$ cat src/rtl/board_win_scanner_if.sv
// Handshake and result bundle for board_win_scanner: start/board in, busy/done/results out.
interface board_win_scanner_if #(parameter int N = 3) ();
  logic           start;
  logic [N*N-1:0] ain;
  logic [N*N-1:0] bin;
  logic           busy;
  logic           done;
  logic [1:0]     winner;
  logic [1:0]     win_dir;
  logic [2:0]     win_r;
  logic [2:0]     win_c;
  logic           draw;
  logic           illegal;

  modport master (
    output start, ain, bin,
    input  busy, done, winner, win_dir, win_r, win_c, draw, illegal
  );

  modport slave (
    input  start, ain, bin,
    output busy, done, winner, win_dir, win_r, win_c, draw, illegal
  );
endinterface

$ cat src/rtl/board_win_scanner.sv
// Sequential N x N K-in-a-row scanner: one start cell per cycle, all four directions, both players.
//
//   state  | meaning
//   -------+----------------------------------------------------------
//   S_IDLE | waiting for start; latches board and clears accumulators
//   S_SCAN | evaluates one start cell per cycle, r-major order
//   S_DONE | copies accumulated results to outputs, pulses done
module board_win_scanner #(
  parameter int N = 3,
  parameter int K = 3
) (
  input  logic clk,
  input  logic reset_n,
  board_win_scanner_if.slave bus
);

  localparam int NN = N * N;
  localparam int BW = $clog2(NN);
  localparam logic [2:0] LAST = 3'(N - 1);

  typedef enum logic [1:0] {S_IDLE, S_SCAN, S_DONE} state_t;

  state_t state, state_nxt;

  logic [NN-1:0] brd_a, brd_b;
  logic [2:0]    cell_r, cell_c;
  logic [1:0]    acc_win;
  logic [1:0]    acc_dir;
  logic [2:0]    acc_r, acc_c;
  logic          found;
  logic [3:0]    hit_a, hit_b, hit_any;
  logic [1:0]    first_dir;
  logic          last_cell;

  assign last_cell = (cell_r == LAST) && (cell_c == LAST);
  assign hit_any   = hit_a | hit_b;

  // Per-direction line test from the current start cell; runs leaving the board never hit.
  always_comb begin
    int r0, c0, rr, cc, bi;
    logic in_a, in_b;
    hit_a = '0;
    hit_b = '0;
    r0 = int'(cell_r);
    c0 = int'(cell_c);
    rr = 0;
    cc = 0;
    bi = 0;
    in_a = 1'b0;
    in_b = 1'b0;
    for (int d = 0; d < 4; d++) begin
      in_a = 1'b1;
      in_b = 1'b1;
      for (int i = 0; i < K; i++) begin
        rr = r0 + ((d == 0) ? 0 : i);
        cc = (d == 1) ? c0 : ((d == 3) ? c0 - i : c0 + i);
        if (rr >= N || cc < 0 || cc >= N) begin
          in_a = 1'b0;
          in_b = 1'b0;
        end else begin
          bi = NN - 1 - (rr * N + cc);
          in_a = in_a & brd_a[BW'(bi)];
          in_b = in_b & brd_b[BW'(bi)];
        end
      end
      hit_a[2'(d)] = in_a;
      hit_b[2'(d)] = in_b;
    end
  end

  always_comb begin
    first_dir = 2'd3;
    if (hit_any[0])      first_dir = 2'd0;
    else if (hit_any[1]) first_dir = 2'd1;
    else if (hit_any[2]) first_dir = 2'd2;
  end

  always_ff @(posedge clk or negedge reset_n) begin
    if (!reset_n) state <= S_IDLE;
    else          state <= state_nxt;
  end

  always_comb begin
    state_nxt = state;
    case (state)
      S_IDLE:  if (bus.start) state_nxt = S_SCAN;
      S_SCAN:  if (last_cell) state_nxt = S_DONE;
      S_DONE:  state_nxt = S_IDLE;
      default: state_nxt = S_IDLE;
    endcase
  end

  always_ff @(posedge clk or negedge reset_n) begin
    if (!reset_n) begin
      brd_a       <= '0;
      brd_b       <= '0;
      cell_r      <= '0;
      cell_c      <= '0;
      acc_win     <= '0;
      acc_dir     <= '0;
      acc_r       <= '0;
      acc_c       <= '0;
      found       <= 1'b0;
      bus.busy    <= 1'b0;
      bus.done    <= 1'b0;
      bus.winner  <= '0;
      bus.win_dir <= '0;
      bus.win_r   <= '0;
      bus.win_c   <= '0;
      bus.draw    <= 1'b0;
      bus.illegal <= 1'b0;
    end else begin
      bus.busy <= (state_nxt != S_IDLE);
      bus.done <= (state == S_DONE);
      case (state)
        S_IDLE: begin
          if (bus.start) begin
            brd_a   <= bus.ain;
            brd_b   <= bus.bin;
            cell_r  <= '0;
            cell_c  <= '0;
            acc_win <= '0;
            acc_dir <= '0;
            acc_r   <= '0;
            acc_c   <= '0;
            found   <= 1'b0;
          end
        end
        S_SCAN: begin
          acc_win <= acc_win | {|hit_b, |hit_a};
          if (!found && (|hit_any)) begin
            found   <= 1'b1;
            acc_dir <= first_dir;
            acc_r   <= cell_r;
            acc_c   <= cell_c;
          end
          if (cell_c == LAST) begin
            cell_c <= '0;
            cell_r <= cell_r + 3'd1;
          end else begin
            cell_c <= cell_c + 3'd1;
          end
        end
        S_DONE: begin
          bus.winner  <= acc_win;
          bus.win_dir <= acc_dir;
          bus.win_r   <= acc_r;
          bus.win_c   <= acc_c;
          bus.draw    <= (&(brd_a | brd_b)) && (acc_win == 2'b00);
          bus.illegal <= |(brd_a & brd_b);
        end
        default: ;
      endcase
    end
  end

endmodule

$ cat src/flat_wrapper.sv
// flat-port wrapper written by rule: the top's interface ports become plain ports
module board_win_scanner_flat 
#(
  parameter int N = 3,
  parameter int K = 3
)
  (clk, reset_n, bus_start, bus_ain, bus_bin, bus_busy, bus_done, bus_winner, bus_win_dir, bus_win_r, bus_win_c, bus_draw, bus_illegal);
  board_win_scanner_if #(.N(N)) bus_i ();
  input  logic clk;
  input  logic reset_n;
  input wire logic [$bits(bus_i.start)-1:0] bus_start;
  input wire logic [$bits(bus_i.ain)-1:0] bus_ain;
  input wire logic [$bits(bus_i.bin)-1:0] bus_bin;
  output wire logic [$bits(bus_i.busy)-1:0] bus_busy;
  output wire logic [$bits(bus_i.done)-1:0] bus_done;
  output wire logic [$bits(bus_i.winner)-1:0] bus_winner;
  output wire logic [$bits(bus_i.win_dir)-1:0] bus_win_dir;
  output wire logic [$bits(bus_i.win_r)-1:0] bus_win_r;
  output wire logic [$bits(bus_i.win_c)-1:0] bus_win_c;
  output wire logic [$bits(bus_i.draw)-1:0] bus_draw;
  output wire logic [$bits(bus_i.illegal)-1:0] bus_illegal;
  assign bus_i.start = bus_start;
  assign bus_i.ain = bus_ain;
  assign bus_i.bin = bus_bin;
  assign bus_busy = bus_i.busy;
  assign bus_done = bus_i.done;
  assign bus_winner = bus_i.winner;
  assign bus_win_dir = bus_i.win_dir;
  assign bus_win_r = bus_i.win_r;
  assign bus_win_c = bus_i.win_c;
  assign bus_draw = bus_i.draw;
  assign bus_illegal = bus_i.illegal;
  board_win_scanner #(.N(N), .K(K)) u_core (.clk(clk), .reset_n(reset_n), .bus(bus_i));
endmodule
$ cat config.mk
export PLATFORM = sky130hd
export DESIGN_NAME = board_win_scanner_flat
export DESIGN_NICKNAME = d
export VERILOG_FILES = /design/src/rtl/board_win_scanner_if.sv /design/src/rtl/board_win_scanner.sv /design/src/flat_wrapper.sv
export SDC_FILE = /design/constraint.sdc
export NUM_CORES = 1
export LEC_CHECK = 0
export CORE_UTILIZATION = 58
export CTS_CLUSTER_DIAMETER = 30
export CTS_CLUSTER_SIZE = 20
export DETAILED_ROUTE_END_ITERATION = 10
export PLACE_DENSITY = 0.8
export SYNTH_ARGS = -nofsm -noshare
export SYNTH_HDL_FRONTEND = slang
export SYNTH_SLANG_ARGS = --single-unit
export TNS_END_PERCENT = 1
$ cat constraint.sdc
create_clock -name clk -period 5.76 [get_ports clk]
set_input_delay 0.576 -clock clk [delete_from_list [all_inputs] [get_ports clk]]
set_output_delay 0.576 -clock clk [all_outputs]
set_load 0.01 [all_outputs]
==> impl_metrics.toml <==
[floorplanning]
start_util_pct = 59.9
io_pins = 35
fp.dieW_um = 83.0
dieArea_mm2 = 0.00689
die_h_um = 83.0
core_area_mm2 = 0.00635
rows = 29

[finish]
layout_commonest_cell = "nand2_1"
layout_common_cells = "nand2_1, dfrtp_1, ha_1"
drive_gt1_share_pct = 11.2
n_fill_cell = 502
synthToLayoutAreaGrowth_pct = 12.9
diodes = 0
nets = 459
layout.cells.non_filler = 470

[routing]
vias = 2810
dr.first_iter.drc_count = 256
finalWirelength_um = 8170
drcViolationCount = 2
vias_per_cell = 5.98
firstDrtPassIters = 8
wire_per_inst_um = 17.4
detail-route-antenna-nets = 0

[cts]
post_cts_buffers = 0
cts.repair.resized = 0
cts_tree = "done"
clk_latency_ps = 320
ctsHoldBuffers = 0
cts_root_buffer = "clkbuf_8"
clkSinkCount = 51
clkTransAtPathRegs_ps = 120
clockBufferDepth = 2
cts_buffers = 5
htree_levels = 2

[critical_path]
cp.arrival_ps = 5050
crit_fanout = 10
cp_data_required_time_ps = 6000
critPathCaptureType = "flip-flop"
cpMostUsedCell = "ha_1"
setup.worst_path.start_class = "flip-flop"
crit_type = "flip-flop to flip-flop"
slowest_delay_ps = 600
slowest_stage = "a311oi_4"
crit_chain = "ha_1 > ha_1 > inv_1 > ha_1 > ha_1 > inv_1 > fa_1 > ha_1 > mux4_2 > nand2_1 > a21oi_1 > a41oi_1 > or4b_4 > a311oi_4 > mux2i_1"

[global_route]
grt_pass1_vias = 2920
overflow = 0
antenna_found_initial = 0
grt_usage_pct = 25.9
grt_pass1_wl_um = 14300
grt_max_degree = 52

[status]
violations = "design-rule violations"
status = "complete, but fails checks"

[sta]
period_share_pct = 83.4
relSlewSlack_pct = 19.9
max_freq_ghz = 0.208
setup_viol = 0
tns_ps = 0
report.final.slew_viol_count = 0
clock-skew-final_ps = 18.2
rsz0062_at_grt = "no"
hold_violations = 0
period_minus_slack_ps = 4800
max_slew.worst_pin.slew_ps = 1200

[synthesis]
synth_area_mm2 = 0.00380
async_flop_share_pct = 100
synthFlopType = "dfrtp_1"
seq_area_frac_synth_pct = 33.5
synth-edff-count = 0
ys_seq_elements = 51
syn-num-nets = 427
syn-instance-count = 360
avgSynthCellArea_um2 = 10.6
ys_types = 50
yosys_warnings = 0

[place]
dp.final_hpwl_um = 6080
portBuffers = 34
place.gp.congestion = 0.916
dp_cells = 462

[job]
max_cap_violations = 0

[hold_path]
hp-class = "primary input to async pin"
logic make-up after synthesis:
family                   after synthesis  synth area share, %
AO/OA/AOI/OAI                         41                 7.66
XOR/XNOR                              14                 5.20
adder cells (fa/ha/maj)               46                 16.3
buffers and inverters                 42                 4.37
flip-flops                            51                 33.5
multiplexers                          43                 17.9
AND/OR/NAND/NOR                      123                 15.0
per-layer routing:
| layer | wire length, µm | global-route usage, % | up-vias |
|---|---|---|---|
| met5 | 0 | 0 | - |
| met4 | 109 | 6.74 | 0 |
| met3 | 480 | 3.78 | 14 |
| met2 | 4150 | 44.5 | 116 |
| met1 | 3430 | 34.5 | 1361 |
| li1 | - | - | 1319 |
sequential cells by signal, summed over array words and instances (netlist names):
register            count
u_core.bus.winner       2
u_core.bus.win_c        3
u_core.acc_dir          2
u_core.brd_a            9
u_core.brd_b            9
u_core.cell_c           3
u_core.bus.win_dir      2
u_core.acc_r            3
u_core.bus.busy         1
u_core.bus.done         1
u_core.acc_win          2
u_core.found            1
u_core.acc_c            3
u_core.bus.draw         1
u_core.bus.win_r        3
u_core.bus.illegal      1
u_core.state            2
u_core.cell_r           3
metrics by stage:
step / area [µm²] / hold WS [ps] / util (%) / setup WS, ps
floorplan: 3800 / 280 / - / 1390
global placement: 4200 / 466 / 66.2 / 1160
detailed placement: 4200 / 470 / 66.2 / 985
CTS: 4290 / 374 / 67.6 / 944
global route: 4290 / 401 / 67.6 / 667
finish: 4290 / 344 / 67.6 / 955
synth_stat cells, drive strengths merged, types with 8 or more instances:
| cell | instances | share of area (%) |
|---|---|---|
| nand2 | 77 | 7.6 |
| inv | 31 | 3.1 |
| dfrtp | 51 | 34 |
| nor2 | 12 | 1.2 |
| xnor2 | 9 | 2.6 |
| mux2 | 11 | 3.3 |
| o21ai | 10 | 1.3 |
| mux4 | 19 | 11 |
| ha | 40 | 13 |
| nor3b | 8 | 1.6 |
| mux2i | 13 | 3.4 |
worst paths after layout:
kind                                           startpoint  slack (ps)                             end  cells after the start
setup / recovery             u_core.cell_r[1]$_DFFE_PN0P_         960     u_core.acc_r[1]$_DFFE_PN0P_                     15
hold / removal                                    reset_n         340    u_core.cell_c[0]$_DFFE_PN0P_                      2
setup reg to reg             u_core.cell_r[1]$_DFFE_PN0P_         960     u_core.acc_r[1]$_DFFE_PN0P_                     15
hold reg to reg            u_core.bus.illegal$_DFFE_PN0P_         490  u_core.bus.illegal$_DFFE_PN0P_                      2
max in group asynchronous                         reset_n        4980     u_core.brd_a[3]$_DFFE_PN0P_                      2
min in group clk           u_core.bus.illegal$_DFFE_PN0P_         490  u_core.bus.illegal$_DFFE_PN0P_                      2
layout make-up:
class	instances	area [µm²]	share of cell area (%)
Clock buffer	5	68.8	1.60
Clock inverter	3	23.8	0.554
Inverter	31	116	2.71
Multi-Input combinational cell	267	2360	55.0
Sequential cell	51	1280	29.7
Tap cell	77	96.3	2.24
Timing Repair Buffer	36	350	8.16
worst max-delay path, delay by kind of cell (launching register included):
kind	cells	cell delay, ps
AOI/OAI and AO/OA	3	790
adders and majority gates	6	2050
buffers and inverters	2	120
DFF	1	540
muxes	2	600
and+or+nand+nor	2	610
Power is not shown: default switching activity piles up to over one toggle a cycle in this logic, so the estimate is an artifact.
